[src/rtl/mmac_tile_engine_if.sv]
// Operand/result handshake bundle for mmac_tile_engine.
interface mmac_tile_engine_if #(
  parameter int N  = 4,
  parameter int DW = 8,
  parameter int AW = 32
);
  logic                in_valid;
  logic                in_ready;
  logic [N*N*DW-1:0]   mat_a;
  logic [N*N*DW-1:0]   mat_b;
  logic                acc_mode;
  logic                clear;
  logic                out_valid;
  logic                out_ready;
  logic [N*N*AW-1:0]   res;
  logic                busy;
  logic                ovf;

  modport master (
    output in_valid, mat_a, mat_b, acc_mode, clear, out_ready,
    input  in_ready, out_valid, res, busy, ovf
  );

  modport slave (
    input  in_valid, mat_a, mat_b, acc_mode, clear, out_ready,
    output in_ready, out_valid, res, busy, ovf
  );
endinterface

[src/rtl/mmac_tile_engine.sv]
// NxN unsigned matrix multiply-accumulate engine: one result element per cycle,
// row-major, with a sticky overflow flag and overwrite/accumulate modes.
module mmac_tile_engine #(
  parameter int N  = 4,
  parameter int DW = 8,
  parameter int AW = 32
) (
  input logic               clk,
  input logic               rst,
  mmac_tile_engine_if.slave bus
);

  localparam int CW = $clog2(N);
  localparam int IW = $clog2(N*N);
  localparam int SW = 2*DW + $clog2(N) + 1;
  localparam int EW = ((AW > SW) ? AW : SW) + 1;

  typedef enum logic [1:0] {IDLE, COMPUTE, DONE} state_e;

  state_e              state_q, state_d;
  logic [N*N*DW-1:0]   a_q, a_d, b_q, b_d;
  logic                mode_q, mode_d;
  logic [CW-1:0]       i_q, i_d, j_q, j_d;
  logic                iss_q, iss_d;
  logic                wb_vld_q, wb_vld_d;
  logic                wb_last_q, wb_last_d;
  logic [IW-1:0]       wb_idx_q, wb_idx_d;
  logic [SW-1:0]       dot_q, dot_d;
  logic [N*N*AW-1:0]   acc_q, acc_d;
  logic                ovf_q, ovf_d;

  logic [SW-1:0]       dot_c;
  logic [AW-1:0]       acc_old;
  logic [EW-1:0]       sum_c;

  always_comb begin
    dot_c = '0;
    for (int unsigned k = 0; k < N; k++) begin
      dot_c = dot_c + SW'(a_q[(32'(i_q)*N + k)*DW +: DW])
                    * SW'(b_q[(k*N + 32'(j_q))*DW +: DW]);
    end
  end

  // Extra bit above the accumulator width exposes the carry used for ovf.
  assign acc_old = acc_q[32'(wb_idx_q)*AW +: AW];
  assign sum_c   = (mode_q ? EW'(acc_old) : '0) + EW'(dot_q);

  // Two-stage issue/writeback: the dot product is registered before it is
  // added, so COMPUTE spans N*N+1 cycles and DONE follows the last writeback.
  always_comb begin
    state_d   = state_q;
    a_d       = a_q;
    b_d       = b_q;
    mode_d    = mode_q;
    i_d       = i_q;
    j_d       = j_q;
    iss_d     = iss_q;
    wb_vld_d  = 1'b0;
    wb_last_d = 1'b0;
    wb_idx_d  = wb_idx_q;
    dot_d     = dot_q;
    acc_d     = acc_q;
    ovf_d     = ovf_q;

    unique case (state_q)
      IDLE: begin
        if (bus.clear) begin
          acc_d = '0;
          ovf_d = 1'b0;
        end
        if (bus.in_valid) begin
          a_d     = bus.mat_a;
          b_d     = bus.mat_b;
          mode_d  = bus.acc_mode;
          i_d     = '0;
          j_d     = '0;
          iss_d   = 1'b1;
          state_d = COMPUTE;
        end
      end
      COMPUTE: begin
        if (iss_q) begin
          dot_d     = dot_c;
          wb_vld_d  = 1'b1;
          wb_idx_d  = IW'(32'(i_q)*N + 32'(j_q));
          wb_last_d = (i_q == CW'(N-1)) && (j_q == CW'(N-1));
          if (j_q == CW'(N-1)) begin
            j_d = '0;
            i_d = i_q + 1'b1;
          end else begin
            j_d = j_q + 1'b1;
          end
          if (wb_last_d) begin
            i_d   = '0;
            iss_d = 1'b0;
          end
        end
        if (wb_vld_q) begin
          acc_d[32'(wb_idx_q)*AW +: AW] = sum_c[AW-1:0];
          if (sum_c[EW-1:AW] != '0) ovf_d = 1'b1;
          if (wb_last_q) state_d = DONE;
        end
      end
      DONE: begin
        if (bus.clear) begin
          acc_d = '0;
          ovf_d = 1'b0;
        end
        if (bus.out_ready) state_d = IDLE;
      end
      default: state_d = IDLE;
    endcase
  end

  always_ff @(posedge clk) begin
    if (!rst) begin
      state_q   <= IDLE;
      a_q       <= '0;
      b_q       <= '0;
      mode_q    <= 1'b0;
      i_q       <= '0;
      j_q       <= '0;
      iss_q     <= 1'b0;
      wb_vld_q  <= 1'b0;
      wb_last_q <= 1'b0;
      wb_idx_q  <= '0;
      dot_q     <= '0;
      acc_q     <= '0;
      ovf_q     <= 1'b0;
    end else begin
      state_q   <= state_d;
      a_q       <= a_d;
      b_q       <= b_d;
      mode_q    <= mode_d;
      i_q       <= i_d;
      j_q       <= j_d;
      iss_q     <= iss_d;
      wb_vld_q  <= wb_vld_d;
      wb_last_q <= wb_last_d;
      wb_idx_q  <= wb_idx_d;
      dot_q     <= dot_d;
      acc_q     <= acc_d;
      ovf_q     <= ovf_d;
    end
  end

  assign bus.in_ready  = (state_q == IDLE);
  assign bus.busy      = (state_q == COMPUTE);
  assign bus.out_valid = (state_q == DONE);
  assign bus.res       = acc_q;
  assign bus.ovf       = ovf_q;

endmodule

[src/flat_wrapper.sv]
// flat-port wrapper written by rule: the top's interface ports become plain ports
module mmac_tile_engine_flat 
#(
  parameter int N  = 4,
  parameter int DW = 8,
  parameter int AW = 32
)
  (clk, rst, bus_in_valid, bus_mat_a, bus_mat_b, bus_acc_mode, bus_clear, bus_out_ready, bus_in_ready, bus_out_valid, bus_res, bus_busy, bus_ovf);
  mmac_tile_engine_if #(.N(N), .DW(DW), .AW(AW)) bus_i ();
  input logic clk;
  input logic rst;
  input wire logic [$bits(bus_i.in_valid)-1:0] bus_in_valid;
  input wire logic [$bits(bus_i.mat_a)-1:0] bus_mat_a;
  input wire logic [$bits(bus_i.mat_b)-1:0] bus_mat_b;
  input wire logic [$bits(bus_i.acc_mode)-1:0] bus_acc_mode;
  input wire logic [$bits(bus_i.clear)-1:0] bus_clear;
  input wire logic [$bits(bus_i.out_ready)-1:0] bus_out_ready;
  output wire logic [$bits(bus_i.in_ready)-1:0] bus_in_ready;
  output wire logic [$bits(bus_i.out_valid)-1:0] bus_out_valid;
  output wire logic [$bits(bus_i.res)-1:0] bus_res;
  output wire logic [$bits(bus_i.busy)-1:0] bus_busy;
  output wire logic [$bits(bus_i.ovf)-1:0] bus_ovf;
  assign bus_i.in_valid = bus_in_valid;
  assign bus_i.mat_a = bus_mat_a;
  assign bus_i.mat_b = bus_mat_b;
  assign bus_i.acc_mode = bus_acc_mode;
  assign bus_i.clear = bus_clear;
  assign bus_i.out_ready = bus_out_ready;
  assign bus_in_ready = bus_i.in_ready;
  assign bus_out_valid = bus_i.out_valid;
  assign bus_res = bus_i.res;
  assign bus_busy = bus_i.busy;
  assign bus_ovf = bus_i.ovf;
  mmac_tile_engine #(.N(N), .DW(DW), .AW(AW)) u_core (.clk(clk), .rst(rst), .bus(bus_i));
endmodule
[config.mk]
export PLATFORM = sky130hd
export DESIGN_NAME = mmac_tile_engine_flat
export DESIGN_NICKNAME = d
export VERILOG_FILES = /design/src/rtl/mmac_tile_engine_if.sv /design/src/rtl/mmac_tile_engine.sv /design/src/flat_wrapper.sv
export SDC_FILE = /design/constraint.sdc
export NUM_CORES = 2
export LEC_CHECK = 0
export ABC_CLOCK_PERIOD_IN_PS = 9920
export BUFFER_PORTS_ARGS = -buffer_cell sky130_fd_sc_hd__buf_4
export CAP_MARGIN = 0
export CORE_AREA = 2 2 303 305
export DETAILED_ROUTE_END_ITERATION = 10
export DIE_AREA = 0 0 305 307
export PLACE_DENSITY = 0.75
export REMOVE_ABC_BUFFERS = 1
export SKIP_CTS_REPAIR_TIMING = 1
export SYNTH_ARGS = -nofsm -noshare
export SYNTH_HDL_FRONTEND = slang
export SYNTH_SLANG_ARGS = --single-unit
[constraint.sdc]
create_clock -name clk -period 9.92 [get_ports clk]
set_input_delay 2.976 -clock clk [delete_from_list [all_inputs] [get_ports clk]]
set_output_delay 2.976 -clock clk [all_outputs]
set_load 0.1 [all_outputs]
---- Word-level counts from Yosys, hierarchy flattened ----
Index checks and enable logic that the tools add are counted.
Widths: inputs -> output; s select.
storage, ports and cells
  flip-flop bits (word level) ............. 802
  latch bits .............................. 0
  RAM bits ................................ 0
  memory bits (read-only) ................. 0
  bits of input ports ..................... 262
  output and inout bits ................... 516
  word-level logic and storage cells ...... 96
  memories ................................ 0
operators by class
  add/sub/neg operators ................... 14
  $mul .................................... 4
  divide/modulo/power cells ............... 0
  $lt $le $gt $ge ......................... 0
  eq/ne operators ......................... 12
  shifts and indexed selects .............. 11
  mux-type cells .......................... 27
  bitwise operators ....................... 0
  reductions and logical operators ........ 15
operators by type and width
  kind                       number
  $mux 512                   2
  $pmux 512 s2               1
  $shiftx 128x33->8          6
  $bwmux 512                 1
  $shift 32x34->512 const A  1
  $shiftx 32x34->512         1
  $shiftx 512x10->32         1
  $shiftx 128x6->8           1
  $shiftx 128x8->8           1
  $mul 8x8->16               4
  $add 19x16->19             2
  $neg 9->34                 1
  $add 33x19->33             1
  $mux 32                    1
  $mux 2                     10
  $add 16x16->17             1
  $reduce_and 4->1           3
  $add 4x2->5 const A        2
  $add 4x2->5 const B        2
  $ne 2x1->1 const B         5
  $reduce_and 3->1           3
  $pmux 2 s2                 2
  $reduce_and 2->1           4
  $mux 1                     7
  other kinds (14)           20

---- Logic depth before layout (Yosys ltp) ----
  depth in word-level cells ............... 7
  depth in mapped cells ................... 36
  mapped depth without buffers ............ 34

---- Worst setup path before layout ----
No wires, ideal clock.
  path kind ............................... reg2reg
  start point ............................. register u_core.i_q[0]
  end point ............................... register u_core.dot_q[17]
  library setup time ...................... 0.070 ns
  arrival ................................. 9.529 ns
  required time ........................... 9.850 ns
  setup slack ............................. 0.320 ns
  cell stages (with the launch flop) ...... 34
  path buffers ............................ 2
  period minus slack after synthesis ...... 9.600 ns
  path through ............................ dfxtp_1 > clkbuf_1 > buf_1 > mux4_2 > nand2_1 > fa_1 > fa_1 > inv_1 > fa_1 > fa_1 > fa_1 > inv_1 > fa_1 > inv_1 > ha_1 > a21boi_0 > o41ai_1 > nor2b_1 > o21a_1 > nor2_1 > ha_1 > inv_1 > fa_1 > fa_1 > fa_1 > inv_1 > ha_1 > a21o_1 > a41oi_1 > o31ai_1 > o41ai_1 > xnor2_1 > nand2_1 > a21oi_1
between the ends
  cells in the longest elaborated chain, start to end .. 6
  elaborated cells between the ends (all ways) .. 14
  those cells by class .................... add/sub (6); mul (4); shift (4)
ends and longest elaborated chain
  what                    line                     RTL
  start, declared         mmac_tile_engine.sv:23   logic [CW-1:0] i_q, i_d, j_q, j_d;
  start signal, assigned  mmac_tile_engine.sv:135  i_q <= i_d;
  $add 4x1->5             mmac_tile_engine.sv:39   dot_c = dot_c + SW'(a_q[(32'(i_q)*N + k)*DW +: DW])
  $shiftx 128x33->8       mmac_tile_engine.sv:39
  $mul 8x8->16            mmac_tile_engine.sv:40   * SW'(b_q[(k*N + 32'(j_q))*DW +: DW]);
  $add 16x16->17          mmac_tile_engine.sv:39
  $add 19x16->19          mmac_tile_engine.sv:39
  $add 19x16->19 (*)      mmac_tile_engine.sv:39
  end signal, assigned    mmac_tile_engine.sv:141  dot_q <= dot_d;
  end, declared           mmac_tile_engine.sv:28   logic [SW-1:0] dot_q, dot_d;
Mark *: on every way between the ends. The rest lies on a longest branch, timed or not.
A chain may end at the register's enable or synchronous reset.

---- Worst setup path after layout ----
Same ends and word-level chain as after synthesis.

==> impl_metrics.csv <==
group,metric,value,unit
clock_network,worstSkewPairLatency,0.67,ns
sta,worst_pin_slew,1.43,ns
detailed_routing,drtIter0Drc,4814,
clock_network,cts_buffers,85,
sta,fin_tns_setup,0,ns
finish,multiInputGateArea,0.0255,mm^2
setup_path,path_common_cell,"fa_1",
power,power.total,7.13,mW
sta,max_freq,107,MHz
power,switching_share,0.255,
sta,period_share,0.946,
setup_path,critPathCaptureType,"register",
placement,io_buffers,777,
setup_path,rr_worst_depth,32,
logic_synthesis,synth_top_flop_cell,"dfxtp_1",
detailed_routing,drt.antenna.violating_nets,0,
die,dieWidth,305,um
min_path,hold_class,"register to register",
run_status,status,"complete, no violations",
sta,hold_ws,0.450,ns
logic_synthesis,synth-seq-area-share,0.364,
setup_path,worstPathArrival,9.96,ns
logic_synthesis,postSynthCellCount,4856,
finish,most-common-layout-cells,"buf_4, nand2_1, dfxtp_1",
finish,nets,6061,
die,die_y,307,um
finish,seq_area,0.0161,mm^2
power,powerDensity,134,mW/mm^2
global_routing,grt.total_usage,0.340,
sta,slew_viol_final,0,
sta,hold_viol_final,0,
clock_network,htree_levels,3,
clock_network,cts_root_buf,"clkbuf_16",
detailed_routing,vias,40190,
setup_path,ff2ff_setup_slack,0.54,ns
setup_path,critPathTopFamily,"adder cells",
clock_network,cts_tree,"done",
sta,period_minus_slack,9.38,ns
flow_run,cap_violations,0,
finish,final_common_cell,"buf_4",
power,internal_power,5.31,mW
setup_path,crit_type,"register to register",
placement,dp_hpwl,118000,um
clock_network,cts_num_sinks,802,
logic_synthesis,yosys.area.top_type,"dfxtp_1",
power,comb_power_share,0.093,
setup_path,r2r_end,"u_core.dot_q[17]",
setup_path,reg2reg_from,"u_core.i_q[0]",
placement,dp_cells,6527,
detailed_routing,route.detailed.drc,0,
die,start_util,0.486,
logic_synthesis,netlist.area_leader.share,0.364,
setup_path,required,10.49,ns
sta,setup_violations,0,
detailed_routing,drt_pass1_iterations,6,
logic_synthesis,syn_area,0.0441,mm^2
power,pwr-share-clk,0.441,
logic_synthesis,synth_area_leaders,"dfxtp_1, mux4_2, fa_1",
global_routing,grt_overflow_total,0,
die,core_area,0.0907,mm^2
global_routing,grt_max_degree,224,
sta,relSlewSlack,0.0448,
setup_path,crit_buf_inv,6,
clock_network,clk_pin_slew,0.07,ns
setup_path,cpMaxStageDelayCell,"mux4_2",
die,rows,111,
global_routing,grt_pass1_wl,243000,um
power,p_seq_frac,0.466,
setup_path,critical_path_cell_count,32,
logic_synthesis,synth_area_per_cell,9.07,um^2
setup_path,worst_setup_path_start_kind,"register",
clock_network,clock_path_buffers,3,
setup_path,critPathLaunch,"u_core.i_q[0]",
placement,gp_congestion,0.955,
detailed_routing,via_per_inst,6.02,
die,io-pin-count,778,
setup_path,crit_end,"u_core.dot_q[17]",
setup_path,critPathMaxFanout,16,
power,vdd_drop_max,0.162,mV
power,p_leak,21.6,nW
die,dieArea,0.0936,mm^2
finish,final_cells,6672,
logic_synthesis,async_flop_share,0,
logic_synthesis,synth_cell_type_count,79,
global_routing,antenna_found_initial,5,
logic_synthesis,synth_edf_count,0,
logic_synthesis,synth-seq-cells,802,
setup_path,cpPeakStageDelay,0.65,ns
finish,drive_above_1_share,0.227,
finish,area_growth,20.9,%
power,switching_power,1.82,mW
sta,skew,0.0484,ns
detailed_routing,wl_per_cell,24.5,um
global_routing,first_global_vias,38688,
finish,fillers,7784,
detailed_routing,wirelength,164000,um
logic_synthesis,yosysWarnings,0,
logic make-up after synthesis:
kind of cell,share of synthesized area
flip-flops,0.364
buffers and inverters,0.0589
AND/OR/NAND/NOR,0.183
AO/OA/AOI/OAI,0.127
adder cells (fa/ha/maj),0.141
multiplexers,0.113
XOR/XNOR,0.0114
area by class of cell:
type,count,area share
clock buffers,125,0.0471
multi-input cells,3406,0.479
repair buffers,843,0.120
inverters,290,0.0206
clock inverters,17,0.00373
flip-flops and latches,802,0.302
diodes,3,0.000141
well taps,1186,0.0278
sequential cells by signal, summed over array words and instances (netlist names):
register / cells
u_core.a_q: 128
u_core.dot_q: 19
u_core.wb_idx_q: 4
u_core.wb_vld_q: 1
u_core.bus.ovf: 1
u_core.i_q: 2
u_core.mode_q: 1
u_core.bus.res: 512
u_core.state_q: 2
u_core.b_q: 128
u_core.j_q: 2
u_core.wb_last_q: 1
u_core.iss_q: 1
per-layer routing:
layer  global-route usage  part of all wire  routed length [um]
met5                    0           0.00024                  40
met3               0.0853              0.11               17800
met1                0.435              0.38               62600
met2                0.532              0.45               74100
met4                0.180             0.057                9280
worst min-delay path by stage:
stage                     cells after the start                 to  slack [ns]              from
after floorplan                               1  u_core.state_q[0]        0.43  u_core.wb_last_q
after detailed placement                      1  u_core.state_q[0]        0.44  u_core.wb_last_q
after CTS                                     1  u_core.state_q[0]        0.45  u_core.wb_last_q
final                                         2     u_core.b_q[58]        0.45    u_core.b_q[58]
after global routing                          2     u_core.b_q[81]        0.47    u_core.b_q[81]
after global placement                        1  u_core.state_q[0]        0.43  u_core.wb_last_q
Yosys cell counts, drive strengths merged (6+ instances only):
cell and n:
o22ai 6, a31o 6, nor3 37, buf 60
xnor2 41, a32o 32, nor2 287, clkbuf 298
fa 211, and3 8, o21bai 6, o41ai 6
mux4 211, a21oi 430, nor2b 13, o211ai 11
o31ai 74, nand4 10, o21ai 198, and2 194
nand2 814, mux2i 13, a211oi 10, a22oi 21
ha 160, dfxtp 802, a31oi 95, nand2b 9
xor2 13, a21o 13, a22o 13, nand3 421
inv 287
metrics by stage:
stage,cell area [um^2],util,setup slack [ns]
floorplan,42600,-,-22.84
global placement,50600,0.557,0.446
detailed placement,50600,0.557,0.271
CTS,53300,0.587,0.243
global route,53300,0.587,-0.0119
finish,53300,0.588,0.537
worst register-to-register path: cells and delay by family (launching register included):
kind            cells  cell delay, ns
mux                 1            0.67
fa+ha+maj          12            5.31
simple gates        3            0.25
buf+inv             6            0.51
flops               1            0.34
xor+xnor            2            0.37
compound gates      8            1.86
power by group through the flow:
stage / combinational, mW / clock [mW] / sequential, mW
6_report: 0.664 / 3.14 / 3.32
3_5_place_dp: 0.655 / 0 / 3.39
4_1_cts: 0.659 / 3.17 / 3.32
3_3_place_gp: 0.648 / 0 / 3.39
2_1_floorplan: 0.427 / 0 / 3.38
5_1_grt: 0.733 / 3.30 / 3.33
No activity file was read; power rests on OpenSTA's default activity.
